--- src/rtl/mips_pkg.sv ---
// Shared types and constants for the MIPS fetch stage.
// Contents:
//   fetch_state_e - fetch controller states (reset wait, run, drain)
//   INSTR_W       - instruction word width
//   PC_STEP       - byte distance between sequential instructions
//   NOP_INSTR     - word presented to decode when no instruction is valid
package mips_pkg;

  localparam int unsigned INSTR_W = 32;
  localparam int unsigned PC_STEP = 4;
  localparam logic [INSTR_W-1:0] NOP_INSTR = 32'h0;

  typedef enum logic [1:0] {
    StRstWait,
    StRun,
    StDrain
  } fetch_state_e;

endpackage

--- src/rtl/mips_fetch_unit_if.sv ---
// Bus bundle of the fetch stage: instruction-memory request/response, redirect input,
// decode-side valid/ready output and the busy status.
// Modports:
//   master - the fetch unit (drives requests, decode outputs, status)
//   slave  - the environment (memory, branch unit, decode)
interface mips_fetch_unit_if #(
  parameter int unsigned ADDR_W = 32
);
  import mips_pkg::*;

  logic               imem_req_valid;
  logic               imem_req_ready;
  logic [ADDR_W-1:0]  imem_req_addr;
  logic               imem_rsp_valid;
  logic [INSTR_W-1:0] imem_rsp_data;
  logic               redirect_valid;
  logic [ADDR_W-1:0]  redirect_pc;
  logic               out_valid;
  logic               out_ready;
  logic [ADDR_W-1:0]  out_pc;
  logic [INSTR_W-1:0] out_instr;
  logic               fetch_busy;

  modport master (
    output imem_req_valid, imem_req_addr, out_valid, out_pc, out_instr, fetch_busy,
    input  imem_req_ready, imem_rsp_valid, imem_rsp_data, redirect_valid, redirect_pc,
           out_ready
  );

  modport slave (
    input  imem_req_valid, imem_req_addr, out_valid, out_pc, out_instr, fetch_busy,
    output imem_req_ready, imem_rsp_valid, imem_rsp_data, redirect_valid, redirect_pc,
           out_ready
  );

endinterface

--- src/rtl/mips_fetch_fifo.sv ---
// Synchronous prefetch FIFO holding {pc, instruction} entries.
// Ports:
//   clk, rst_n - clock, asynchronous active-low reset (empties the FIFO)
//   flush      - synchronous empty; wins over push/pop in the same cycle
//   push, push_data - write an entry (ignored when full unless a pop happens too)
//   pop        - remove the head entry (ignored when empty)
//   head_data  - current head entry (meaningless while empty)
//   count, full, empty - occupancy status
module mips_fetch_fifo #(
  parameter int unsigned WIDTH = 64,
  parameter int unsigned DEPTH = 4,
  localparam int unsigned CNT_W = $clog2(DEPTH + 1)
) (
  input  logic             clk,
  input  logic             rst_n,
  input  logic             flush,
  input  logic             push,
  input  logic [WIDTH-1:0] push_data,
  input  logic             pop,
  output logic [WIDTH-1:0] head_data,
  output logic [CNT_W-1:0] count,
  output logic             full,
  output logic             empty
);

  localparam int unsigned PTR_W = $clog2(DEPTH);

  logic [WIDTH-1:0] mem_q [DEPTH];
  logic [PTR_W-1:0] rd_ptr_q, wr_ptr_q;
  logic [CNT_W-1:0] count_q, count_d;
  logic             do_push, do_pop;

  assign empty   = (count_q == '0);
  assign full    = (count_q == CNT_W'(DEPTH));
  assign do_pop  = pop && !empty;
  assign do_push = push && (!full || do_pop);

  always_comb begin
    count_d = count_q + CNT_W'(do_push) - CNT_W'(do_pop);
  end

  // DEPTH is a power of two, so the pointers wrap on their own.
  always_ff @(posedge clk or negedge rst_n) begin
    if (!rst_n) begin
      rd_ptr_q <= '0;
      wr_ptr_q <= '0;
      count_q  <= '0;
    end else if (flush) begin
      rd_ptr_q <= '0;
      wr_ptr_q <= '0;
      count_q  <= '0;
    end else begin
      if (do_push) wr_ptr_q <= wr_ptr_q + PTR_W'(1);
      if (do_pop)  rd_ptr_q <= rd_ptr_q + PTR_W'(1);
      count_q <= count_d;
    end
  end

  always_ff @(posedge clk) begin
    if (do_push) mem_q[wr_ptr_q] <= push_data;
  end

  assign head_data = mem_q[rd_ptr_q];
  assign count     = count_q;

endmodule

--- src/rtl/mips_fetch_unit.sv ---
// Instruction fetch stage feeding the IF/ID decode stage.
// Issues sequential fetches to a variable-latency instruction memory, buffers returned
// words with their PCs in a prefetch FIFO, and hands them to decode over valid/ready.
// A redirect flushes the FIFO and marks every in-flight response for discard.
// Ports:
//   clk, rst_n - clock, asynchronous active-low reset
//   bus        - mips_fetch_unit_if.master: imem request/response, redirect,
//                decode output (out_valid/out_ready/out_pc/out_instr), fetch_busy
module mips_fetch_unit import mips_pkg::*; #(
  parameter int unsigned       ADDR_W          = 32,
  parameter int unsigned       FIFO_DEPTH      = 4,
  parameter int unsigned       MAX_OUTSTANDING = 2,
  parameter logic [ADDR_W-1:0] RESET_PC        = '0
) (
  input logic              clk,
  input logic              rst_n,
  mips_fetch_unit_if.master bus
);

  localparam int unsigned OUT_W   = $clog2(MAX_OUTSTANDING + 1);
  localparam int unsigned CNT_W   = $clog2(FIFO_DEPTH + 1);
  localparam int unsigned SUM_W   = ((CNT_W > OUT_W) ? CNT_W : OUT_W) + 1;
  localparam int unsigned ENTRY_W = ADDR_W + INSTR_W;

  fetch_state_e      state_q, state_d;
  logic [ADDR_W-1:0] fetch_pc_q, fetch_pc_d;
  logic [ADDR_W-1:0] rsp_pc_q, rsp_pc_d;
  logic [OUT_W-1:0]  outstanding_q, outstanding_d;
  logic [OUT_W-1:0]  drop_cnt_q, drop_cnt_d;

  logic               issue_ok, req_valid, req_fire, rsp_fire;
  logic               fifo_push, fifo_pop, fifo_flush, fifo_full, fifo_empty;
  logic [CNT_W-1:0]   fifo_count;
  logic [ENTRY_W-1:0] fifo_head;
  logic [SUM_W-1:0]   committed;
  logic [ADDR_W-1:0]  redirect_base;

  // Slots already promised to kept in-flight responses count as occupied, so a
  // response always finds room and memory never has to be back-pressured.
  assign committed = SUM_W'(fifo_count) + SUM_W'(outstanding_q) - SUM_W'(drop_cnt_q);

  assign issue_ok = (state_q != StRstWait) &&
                    (outstanding_q < OUT_W'(MAX_OUTSTANDING)) &&
                    (committed < SUM_W'(FIFO_DEPTH));

  // Redirect must suppress the request in its own cycle.
  assign req_valid     = issue_ok && !bus.redirect_valid;
  assign req_fire      = req_valid && bus.imem_req_ready;
  assign rsp_fire      = bus.imem_rsp_valid;
  assign fifo_pop      = !fifo_empty && bus.out_ready;
  assign redirect_base = bus.redirect_pc & ~ADDR_W'(3);

  always_comb begin
    state_d       = state_q;
    fetch_pc_d    = fetch_pc_q;
    rsp_pc_d      = rsp_pc_q;
    drop_cnt_d    = drop_cnt_q;
    fifo_push     = 1'b0;
    fifo_flush    = 1'b0;
    outstanding_d = outstanding_q + OUT_W'(req_fire) - OUT_W'(rsp_fire);

    if (bus.redirect_valid) begin
      // Everything still in flight after this cycle belongs to the old path,
      // including a response arriving right now.
      fifo_flush = 1'b1;
      fetch_pc_d = redirect_base;
      rsp_pc_d   = redirect_base;
      drop_cnt_d = outstanding_d;
    end else begin
      if (req_fire) fetch_pc_d = fetch_pc_q + ADDR_W'(PC_STEP);
      if (rsp_fire) begin
        if (drop_cnt_q != '0) begin
          drop_cnt_d = drop_cnt_q - OUT_W'(1);
        end else begin
          fifo_push = !fifo_full || fifo_pop;
          rsp_pc_d  = rsp_pc_q + ADDR_W'(PC_STEP);
        end
      end
    end

    unique case (state_q)
      StRstWait: state_d = bus.redirect_valid && (drop_cnt_d != '0) ? StDrain : StRun;
      StRun,
      StDrain:   state_d = (drop_cnt_d != '0) ? StDrain : StRun;
      default:   state_d = StRstWait;
    endcase
  end

  always_ff @(posedge clk or negedge rst_n) begin
    if (!rst_n) begin
      state_q       <= StRstWait;
      fetch_pc_q    <= RESET_PC;
      rsp_pc_q      <= RESET_PC;
      outstanding_q <= '0;
      drop_cnt_q    <= '0;
    end else begin
      state_q       <= state_d;
      fetch_pc_q    <= fetch_pc_d;
      rsp_pc_q      <= rsp_pc_d;
      outstanding_q <= outstanding_d;
      drop_cnt_q    <= drop_cnt_d;
    end
  end

  mips_fetch_fifo #(
    .WIDTH (ENTRY_W),
    .DEPTH (FIFO_DEPTH)
  ) u_fifo (
    .clk       (clk),
    .rst_n     (rst_n),
    .flush     (fifo_flush),
    .push      (fifo_push),
    .push_data ({rsp_pc_q, bus.imem_rsp_data}),
    .pop       (fifo_pop),
    .head_data (fifo_head),
    .count     (fifo_count),
    .full      (fifo_full),
    .empty     (fifo_empty)
  );

  assign bus.imem_req_valid = req_valid;
  assign bus.imem_req_addr  = fetch_pc_q;
  assign bus.out_valid      = !fifo_empty;
  assign bus.out_pc         = fifo_empty ? '0 : fifo_head[ENTRY_W-1:INSTR_W];
  assign bus.out_instr      = fifo_empty ? NOP_INSTR : fifo_head[INSTR_W-1:0];
  assign bus.fetch_busy     = (outstanding_q != '0) || (drop_cnt_q != '0);

endmodule

--- src/flat_wrapper.sv ---
// flat-port wrapper written by rule: the top's interface ports become plain ports
module mips_fetch_unit_flat import mips_pkg::*;
#(
  parameter int unsigned       ADDR_W          = 32,
  parameter int unsigned       FIFO_DEPTH      = 4,
  parameter int unsigned       MAX_OUTSTANDING = 2,
  parameter logic [ADDR_W-1:0] RESET_PC        = '0
)
  (clk, rst_n, bus_imem_req_valid, bus_imem_req_addr, bus_out_valid, bus_out_pc, bus_out_instr, bus_fetch_busy, bus_imem_req_ready, bus_imem_rsp_valid, bus_imem_rsp_data, bus_redirect_valid, bus_redirect_pc, bus_out_ready);
  mips_fetch_unit_if #(.ADDR_W(ADDR_W)) bus_i ();
  input logic clk;
  input logic rst_n;
  output wire logic [$bits(bus_i.imem_req_valid)-1:0] bus_imem_req_valid;
  output wire logic [$bits(bus_i.imem_req_addr)-1:0] bus_imem_req_addr;
  output wire logic [$bits(bus_i.out_valid)-1:0] bus_out_valid;
  output wire logic [$bits(bus_i.out_pc)-1:0] bus_out_pc;
  output wire logic [$bits(bus_i.out_instr)-1:0] bus_out_instr;
  output wire logic [$bits(bus_i.fetch_busy)-1:0] bus_fetch_busy;
  input wire logic [$bits(bus_i.imem_req_ready)-1:0] bus_imem_req_ready;
  input wire logic [$bits(bus_i.imem_rsp_valid)-1:0] bus_imem_rsp_valid;
  input wire logic [$bits(bus_i.imem_rsp_data)-1:0] bus_imem_rsp_data;
  input wire logic [$bits(bus_i.redirect_valid)-1:0] bus_redirect_valid;
  input wire logic [$bits(bus_i.redirect_pc)-1:0] bus_redirect_pc;
  input wire logic [$bits(bus_i.out_ready)-1:0] bus_out_ready;
  assign bus_imem_req_valid = bus_i.imem_req_valid;
  assign bus_imem_req_addr = bus_i.imem_req_addr;
  assign bus_out_valid = bus_i.out_valid;
  assign bus_out_pc = bus_i.out_pc;
  assign bus_out_instr = bus_i.out_instr;
  assign bus_fetch_busy = bus_i.fetch_busy;
  assign bus_i.imem_req_ready = bus_imem_req_ready;
  assign bus_i.imem_rsp_valid = bus_imem_rsp_valid;
  assign bus_i.imem_rsp_data = bus_imem_rsp_data;
  assign bus_i.redirect_valid = bus_redirect_valid;
  assign bus_i.redirect_pc = bus_redirect_pc;
  assign bus_i.out_ready = bus_out_ready;
  mips_fetch_unit #(.ADDR_W(ADDR_W), .FIFO_DEPTH(FIFO_DEPTH), .MAX_OUTSTANDING(MAX_OUTSTANDING), .RESET_PC(RESET_PC)) u_core (.clk(clk), .rst_n(rst_n), .bus(bus_i));
endmodule
--- config.mk ---
export PLATFORM = sky130hd
export DESIGN_NAME = mips_fetch_unit_flat
export DESIGN_NICKNAME = d
export VERILOG_FILES = /design/src/rtl/mips_pkg.sv /design/src/rtl/mips_fetch_unit_if.sv /design/src/rtl/mips_fetch_fifo.sv /design/src/rtl/mips_fetch_unit.sv /design/src/flat_wrapper.sv
export SDC_FILE = /design/constraint.sdc
export NUM_CORES = 1
export LEC_CHECK = 0
export CAP_MARGIN = 5
export CELL_PAD_IN_SITES_DETAIL_PLACEMENT = 1
export CELL_PAD_IN_SITES_GLOBAL_PLACEMENT = 1
export CORE_AREA = 4 4 205 207
export DETAILED_ROUTE_END_ITERATION = 16
export DIE_AREA = 0 0 209 211
export GPL_TIMING_DRIVEN = 0
export PLACE_DENSITY = 0.73
export SLEW_MARGIN = 25
export SYNTH_ARGS = -nofsm -noshare
export SYNTH_HDL_FRONTEND = slang
export SYNTH_SLANG_ARGS = --single-unit
--- constraint.sdc ---
create_clock -name clk -period 4.2 [get_ports clk]
set_input_delay 0.84 -clock clk [delete_from_list [all_inputs] [get_ports clk]]
set_output_delay 0.84 -clock clk [all_outputs]
set_load 0.01 [all_outputs]
==> implementation parameters, run 1 <==
Parameter                              Value

Routing
  Router iterations before antenna repair    4
  Sum of routed wire length over all layers    35.93 mm
  Number of nets with antenna violations after routing    0
  Vias after detailed routing    8209
  Post-DR wirelength/cell    22.05 microns
  Drt drc    0
  Initial drt markers    554
  Average vias per placed instance    5.036

Place
  Place WS    -143.5 ps
  Number of instances in the placed design    1567
  Number of I/O port buffers    162
  Detailed placement HPWL    25.06 mm
  Routability Congestion    0.8145

Yosys
  Count of synthesis-stage warnings from yosys    0
  Synthesized netlist cell count    865
  Synth cell types    59
  Mean instance size in the synthesized netlist    16.16 sq um
  Fraction of synthesized cell area taken by the top area cell type    0.5326
  Count of flip-flops with a built-in enable after synthesis    248
  Cell area after synthesis    13980 sq um
  Async SR Flop Fraction    0.2274
  Sequential fraction of the synthesis area    0.6633
  Commonest register cell after synthesis    sky130_fd_sc_hd__edfxtp_1
  Number of flip-flops and latches in the synthesized netlist    321
  Most area-hungry cell type in the Yosys netlist    sky130_fd_sc_hd__edfxtp_1
  Synth top area cells    sky130_fd_sc_hd__edfxtp_1 (53%), sky130_fd_sc_hd__dfrtp_1 (13%), sky130_fd_sc_hd__mux4_2 (10%), sky130_fd_sc_hd__and2_1 (3.1%), sky130_fd_sc_hd__xnor2_1 (2.6%)

Final layout
  Share of the core filled with cells    0.4370
  Fraction of layout cells with a size suffix above 1    0.1639
  Layout area overhead    26.17%
  Final Instance Count excl. Fillers    1630
  Final-stage net count    1160
  Fillers    4033
  Top library cells by usage in the layout, fill and taps aside    sky130_fd_sc_hd__edfxtp_1 (248), sky130_fd_sc_hd__clkdlybuf4s50_1 (160), sky130_fd_sc_hd__dfrtp_1 (71)
  Most frequent standard cell in the layout excluding fill and tap cells    sky130_fd_sc_hd__edfxtp_1
  Diode insertion count for antenna repair    0

Timing
  Fin worst setup slack    183.4 ps
  Final count of pins violating max slew    0
  Worst setup skew after layout    19.94 ps
  Upper clock frequency limit    0.2490 GHz
  Final number of setup-violating endpoints    0
  Setup repair after global routing missed its margin    false
  Number of hold-slack violations in the final timing report    0
  Worst Max-Slew Pin Slew    1018 ps
  Relative max-transition margin    0.3035
  Ratio of final minimum period to clock period    0.9563
  Period minus WS final    4017 ps

Clock network
  Sinks on Clock Net    321
  Clock latency at the later pin of the worst-skew pair    540 ps
  Buffer levels on the longest clock path    3
  Clk root buf    sky130_fd_sc_hd__clkbuf_16
  Cts bufs inserted    36
  H-tree depth reported by CTS    2
  CTS tree    built
  Clock transition time at the flip-flop clock pins of the worst setup and hold paths    60 ps

Critical path
  Maximum net fanout on the critical path    4
  Sort of element at the start of the critical path    flop
  Required time at the endpoint of the critical path    3360 ps
  Category of the most critical setup path    flop to output pin
  Startpoint of the most critical register-to-register path    u_core.u_fifo.count[1]
  Critical path origin    u_core.u_fifo.count[1]
  Arrival time of the worst setup path    3180 ps
  Number of cells traversed by the worst register-to-register path    14
  Nature of the critical path endpoint    output pin

Global routing
  Overflow left after global routing    0
  GRT Resource Usage Total    0.1651
  Vias in the first global route    9109
  Global-route wire length before repair    55.91 mm
  Pin count of the biggest net entering global routing    49
  Antenna violations before repair    0

Pwr
  Total Power Consumption    0.01044 W
  Switching share of power    0.3029
  PD cells    591.9 nW/um^2
  Internal power    0.007279 W
  P_sw    0.003162 W
  Power share of the clock group    0.301
  Leakage power    5.944 nW
  IR Drop Worst-Case VDD    0.3011 mV
  Combinational fraction of design power    0.319
  Sequential fraction of design power    0.379

Floorplanning
  Effective utilization at floorplan    0.3464
  Width of the die    209 microns
  Die area    44100 sq um
  Core ar.    40370 sq um
  DIE HEIGHT    211 microns
  # IOs    169
  Number of placement rows    74

Min path
  Worst hold-check path type    input pin to asynchronous set/reset pin

Run status
  Result of the run    complete, no violations

Run
  Maxcap violations    0
## cells by family (layout without fill, tap and decap cells)
| family | count (synthesis) | count (layout) | share of synthesized area |
|---|---|---|---|
| AOI/OAI and AO/OA | 78 | 78 | 0.04895 |
| xor gates and xnor gates | 55 | 55 | 0.03553 |
| adders and majority gates | 17 | 17 | 0.01629 |
| buffers and inverters | 81 | 311 | 0.02407 |
| DFF | 321 | 321 | 0.6633 |
| muxes | 87 | 87 | 0.1190 |
| other | 1 | 4 | 0.0002682 |
| and+or+nand+nor | 225 | 225 | 0.09262 |
## per-layer routing
layer | share of wire | GRT usage | up-vias
met5 | 0 | 0 | -
met4 | 0.019 | 0.04590 | 0
met3 | 0.046 | 0.02985 | 40
met2 | 0.50 | 0.2807 | 206
met1 | 0.43 | 0.2202 | 4241
li1 | - | - | 3722
## cell type report
| type | count | area (sq um) | area share |
|---|---|---|---|
| clock inverter | 20 | 207.7 | 0.01177 |
| sequential | 321 | 9276 | 0.5258 |
| tap | 532 | 665.6 | 0.03773 |
| timing repair buffer | 169 | 1767 | 0.1001 |
| clock buffer | 43 | 978.4 | 0.05546 |
| inverter | 37 | 138.9 | 0.007872 |
| buffer | 42 | 192.7 | 0.01092 |
| multi-input combinational | 466 | 4415 | 0.2503 |
## registers in the layout, summed over array words and instances (netlist names)
name and cells:
u_core.u_fifo.mem_q 248, u_core.bus.imem_req_addr 30, u_core.rsp_pc_q 30, u_core.u_fifo.count 3
u_core.drop_cnt_q 2, u_core.outstanding_q 2, u_core.state_q 2, u_core.u_fifo.rd_ptr_q 2
u_core.u_fifo.wr_ptr_q 2
## through the flow
stage	TNS, ps	cell area (sq um)	hold slack [ps]
2_1_floorplan	0	13990	494.1
3_3_place_gp	-488380	16280	533.0
3_5_place_dp	-262.7	16430	545.2
4_1_cts	0	17630	212.9
5_1_grt	0	17640	241.2
6_report	0	17640	227.3
## power groups by stage
stage,combinational [W],sequential [W],clock (W)
floorplan,0.00185,0.00394,0
global placement,0.00328,0.00400,0
detailed placement,0.00338,0.00400,0
CTS,0.00341,0.00397,0.00324
global route,0.00364,0.00400,0.00338
finish,0.00333,0.00396,0.00315
## synthesized netlist by cell type (2+ instances only)
cell type and instances:
sky130_fd_sc_hd__a2111oi_2 11, sky130_fd_sc_hd__o31a_1 5, sky130_fd_sc_hd__buf_1 3, sky130_fd_sc_hd__mux4_2 62, sky130_fd_sc_hd__nand2_1 31, sky130_fd_sc_hd__and4_1 7, sky130_fd_sc_hd__mux2i_1 11, sky130_fd_sc_hd__nand2b_1 13
sky130_fd_sc_hd__o21ai_0 6, sky130_fd_sc_hd__clkbuf_1 28, sky130_fd_sc_hd__and3_1 5, sky130_fd_sc_hd__or3_1 6, sky130_fd_sc_hd__a2111oi_4 2, sky130_fd_sc_hd__a21boi_1 4, sky130_fd_sc_hd__or4_4 2, sky130_fd_sc_hd__xnor2_1 41
sky130_fd_sc_hd__buf_4 4, sky130_fd_sc_hd__and3b_1 3, sky130_fd_sc_hd__ha_1 15, sky130_fd_sc_hd__mux2_2 14, sky130_fd_sc_hd__buf_2 8, sky130_fd_sc_hd__fa_1 2, sky130_fd_sc_hd__o311a_1 2, sky130_fd_sc_hd__edfxtp_1 248
sky130_fd_sc_hd__nor3_1 14, sky130_fd_sc_hd__nand3_1 16, sky130_fd_sc_hd__a21boi_0 17, sky130_fd_sc_hd__a2111oi_0 3, sky130_fd_sc_hd__nor4_1 14, sky130_fd_sc_hd__and2_1 69, sky130_fd_sc_hd__a21oi_1 12, sky130_fd_sc_hd__a211oi_1 7
sky130_fd_sc_hd__inv_1 36, sky130_fd_sc_hd__nor2_1 22, sky130_fd_sc_hd__dfrtp_1 73, sky130_fd_sc_hd__or4_1 3, sky130_fd_sc_hd__xor2_1 13, sky130_fd_sc_hd__nor2b_1 3, sky130_fd_sc_hd__nand4_1 10
## worst paths after layout
check / slack [ps] / end
setup reg to reg: 400 / u_core.state_q[0]
min in group clk: 550 / u_core.u_fifo.wr_ptr_q[0]
setup / recovery: 180 / bus_imem_req_valid
max in group asynchronous: 3400 / u_core.rsp_pc_q[22]
hold / removal: 230 / u_core.bus.imem_req_addr[2]
hold reg to reg: 550 / u_core.u_fifo.wr_ptr_q[0]
## worst max-delay path, cell delays in order, from the launching register on
cell                        delay (ps)
sky130_fd_sc_hd__dfrtp_1           370
sky130_fd_sc_hd__inv_1             110
sky130_fd_sc_hd__fa_1              550
sky130_fd_sc_hd__inv_1              40
sky130_fd_sc_hd__ha_1              280
sky130_fd_sc_hd__and3b_1           210
sky130_fd_sc_hd__or4_4             570
sky130_fd_sc_hd__a2111oi_4         310
sky130_fd_sc_hd__buf_2             190
## repair_timing
action / 4_1_cts / 5_1_grt
hold buffers: 0 / 0
gates resized for setup: 8 / 4
pin swaps: 1 / 0
setup buffers: 1 / 1
setup endpoints to repair: 24 / 2
(Power assumes the default switching activity.)
==> inputs of run 2 (changes only) <==
--- a/config.mk
+++ b/config.mk
@@ -8,9 +8,9 @@
 export CAP_MARGIN = 5
 export CELL_PAD_IN_SITES_DETAIL_PLACEMENT = 1
 export CELL_PAD_IN_SITES_GLOBAL_PLACEMENT = 1
-export CORE_AREA = 4 4 205 207
+export CORE_AREA = 4 4 174 244
 export DETAILED_ROUTE_END_ITERATION = 16
-export DIE_AREA = 0 0 209 211
+export DIE_AREA = 0 0 178 248
 export GPL_TIMING_DRIVEN = 0
 export PLACE_DENSITY = 0.73
 export SLEW_MARGIN = 25
==> run 2 against run 1 <==
  * Combinational power is essentially flat
  * Clock power shrank 10%
  * Via count shrank 0.18%
  * Register-to-register slack lost 60 ps
  * Clock skew grew 14 ps
  * First-iteration DRC count shrank 24%
  * Final area shrank 0.95%
  * Worst setup slack lost 35 ps
  * Final cell count is essentially flat
  * Critical path type unchanged
==> implementation parameters, run 2 (same netlist as run 1, synthesis figures left out) <==
Parameter                              Value

Run status
  Result of the run    complete, no violations

Final layout
  Fillers    3955 (-1.9%)
  Number of flip-flops under the largest register name    248 (unchanged)
  Share of the core filled with cells    0.4350 (-0.001983)
  Final-stage net count    1157 (-0.26%)
  Most frequent standard cell in the layout excluding fill and tap cells    sky130_fd_sc_hd__edfxtp_1
  Top library cells by usage in the layout, fill and taps aside    sky130_fd_sc_hd__edfxtp_1 (248), sky130_fd_sc_hd__clkdlybuf4s50_1 (160), sky130_fd_sc_hd__dfrtp_1 (73)
  Fraction of layout cells with a size suffix above 1    0.1571 (-0.006857)
  Layout area overhead    24.98%
  Register with the most flip-flops    u_core.u_fifo.mem_q
  Diode insertion count for antenna repair    0 (unchanged)

Pwr
  Sequential fraction of design power    0.392 (+0.013)
  Combinational fraction of design power    0.328 (+0.009)
  Power share of the clock group    0.280 (-0.021)
  IR Drop Worst-Case VDD    0.2548 mV (-15%)
  P_sw    0.003096 W (-2.1%)
  Leakage power    5.854 nW (-1.5%)
  PD cells    577.4 nW/um^2 (-2.4%)
  Internal power    0.006993 W (-3.9%)
  Switching share of power    0.3069 (+0.004033)

Timing
  Number of hold-slack violations in the final timing report    0 (unchanged)
  Setup TNS    0 ps (unchanged)
  Relative max-transition margin    0.3283 (+0.02479)
  Ratio of final minimum period to clock period    0.9648 (+0.008450)
  Final count of pins violating max slew    0 (unchanged)
  Setup repair after global routing missed its margin    false
  Final number of setup-violating endpoints    0 (unchanged)
  Worst setup skew after layout    33.71 ps (+13.77 ps)
  Period minus WS final    4052 ps (+35.49 ps)
  Worst Max-Slew Pin Slew    1008 ps (-10.85 ps)
  Upper clock frequency limit    0.2468 GHz (-0.88%)

Routing
  Average vias per placed instance    5.030 (-0.12%)
  Number of nets with antenna violations after routing    0 (unchanged)
  Post-DR wirelength/cell    21.51 microns (-2.4%)
  Vias after detailed routing    8194 (-0.18%)
  Drt drc    0 (unchanged)
  Router iterations before antenna repair    4 (unchanged)
  Sum of routed wire length over all layers    35.04 mm (-2.5%)
  Initial drt markers    423 (-24%)

Critical path
  Critical Path, Cell by Cell    inv_1, fa_1, inv_1, ha_1, and3b_1, or4_4, a2111oi_4, buf_2
  Largest incremental delay on the critical path    570 ps (about the same)
  CP max stage cell    sky130_fd_sc_hd__or4_4
  Nature of the critical path endpoint    output pin
  Arrival time of the worst setup path    3210 ps (+30 ps)
  Maximum net fanout on the critical path    7 (+3)
  Sort of element at the start of the critical path    flop
  Category of the most critical setup path    flop to output pin
  Most prevalent standard cell on the critical path    sky130_fd_sc_hd__inv_1
  Required time at the endpoint of the critical path    3360 ps (about the same)

Floorplanning
  Width of the die    178 microns (-15%)
  DIE HEIGHT    248 microns (+18%)
  # IOs    169 (unchanged)
  Core ar.    40170 sq um (-0.50%)
  Die area    44140 sq um (+0.10%)
  Effective utilization at floorplan    0.3481 (+0.001737)
  Number of placement rows    87 (+18%)

Clock network
  H-tree depth reported by CTS    2 (unchanged)
  Buffer levels on the longest clock path    3 (unchanged)
  CTS tree    built
  # hold bufs at CTS    0 (unchanged)
  Sinks on Clock Net    321 (unchanged)
  Clock transition time at the flip-flop clock pins of the worst setup and hold paths    70 ps (about the same)
  Cts bufs inserted    34 (-5.6%)
  Clk root buf    sky130_fd_sc_hd__clkbuf_16
  Clock latency at the later pin of the worst-skew pair    520 ps (-20 ps)

Global routing
  Pin count of the biggest net entering global routing    46 (-6.1%)
  GRT Resource Usage Total    0.1602 (-0.004915)
  Overflow left after global routing    0 (unchanged)
  Global-route wire length before repair    53.85 mm (-3.7%)
  Antenna violations before repair    0 (unchanged)
  Vias in the first global route    9165 (+0.61%)

Place
  Routability Congestion    0.8310 (+2.0%)
  Detailed placement HPWL    24.54 mm (-2.1%)
  Number of I/O port buffers    162 (unchanged)

Min path
  Worst hold-check path type    input pin to asynchronous set/reset pin

Run
  Maxcap violations    0 (unchanged)
[run 2: metal layers]
layer	up-vias	routed length [microns]	global-route usage
met5	-	0	0
met4	0	1281	0.06351
met3	73	1538	0.02743
met2	225	18500	0.2887
met1	4179	13720	0.1895
li1	3717	-	-
[run 2: area by class of cell]
cell class              count  area (sq um)  area share
flip-flops and latches    321          9274      0.5307
multi-input cells         466          4418      0.2528
repair buffers            168          1729     0.09895
clock buffers              44         929.6     0.05320
well taps                 534         668.1     0.03824
plain buffers              42         192.7     0.01103
inverters                  37         138.9    0.007948
clock inverters            17         123.9    0.007089
[run 2: metrics by stage]
stage	cells	worst slack, ps	hold slack [ps]	cell area, sq um	total power [W]
floorplan	868	502.8	494.1	13990	0.005784
global placement	1564	-1706	529.1	16280	0.007280
detailed placement	1569	-102.7	548.7	16400	0.007364
CTS	1629	11.78	361.8	17460	0.01025
global route	1629	30.25	380.9	17470	0.01065
finish	1629	147.9	362.7	17470	0.01009
[run 2: timing repair]
item | 4_1_cts | 5_1_grt
endpoints found under the setup margin | 3 | 2
resized for setup | 6 | 4
buffers inserted | 1 | 0
pin swaps | 1 | 0
[run 2: power by group through the flow]
| stage | clock network (W) | logic, W | registers [W] |
|---|---|---|---|
| after detailed placement | 0 | 0.00337 | 0.00399 |
| after CTS | 0.00292 | 0.00338 | 0.00395 |
| after global placement | 0 | 0.00329 | 0.00399 |
| after floorplan | 0 | 0.00185 | 0.00394 |
| after global routing | 0.00306 | 0.00360 | 0.00399 |
| final | 0.00282 | 0.00331 | 0.00395 |
[run 2: critical path: cells and delay by family (launching register included)]
family | cells | cell delay [ps]
buffers and inverters | 3 | 320
flip-flops | 1 | 520
AND/OR/NAND/NOR | 2 | 790
AO/OA/AOI/OAI | 1 | 300
adder cells (fa/ha/maj) | 2 | 760
[run 2: path summary, 6_finish.rpt]
kind | from | to | slack, ps | cells past startpoint
max | u_core.outstanding_q[1] | bus_imem_req_valid | 150 | 8
min | rst_n | u_core.bus.imem_req_addr[7] | 360 | 1
max reg2reg | u_core.outstanding_q[1] | u_core.state_q[0] | 340 | 14
min reg2reg | u_core.u_fifo.wr_ptr_q[0] | u_core.u_fifo.wr_ptr_q[0] | 560 | 1
max in group asynchronous | rst_n | u_core.rsp_pc_q[19] | 3240 | 2
min in group clk | u_core.u_fifo.wr_ptr_q[0] | u_core.u_fifo.wr_ptr_q[0] | 560 | 1
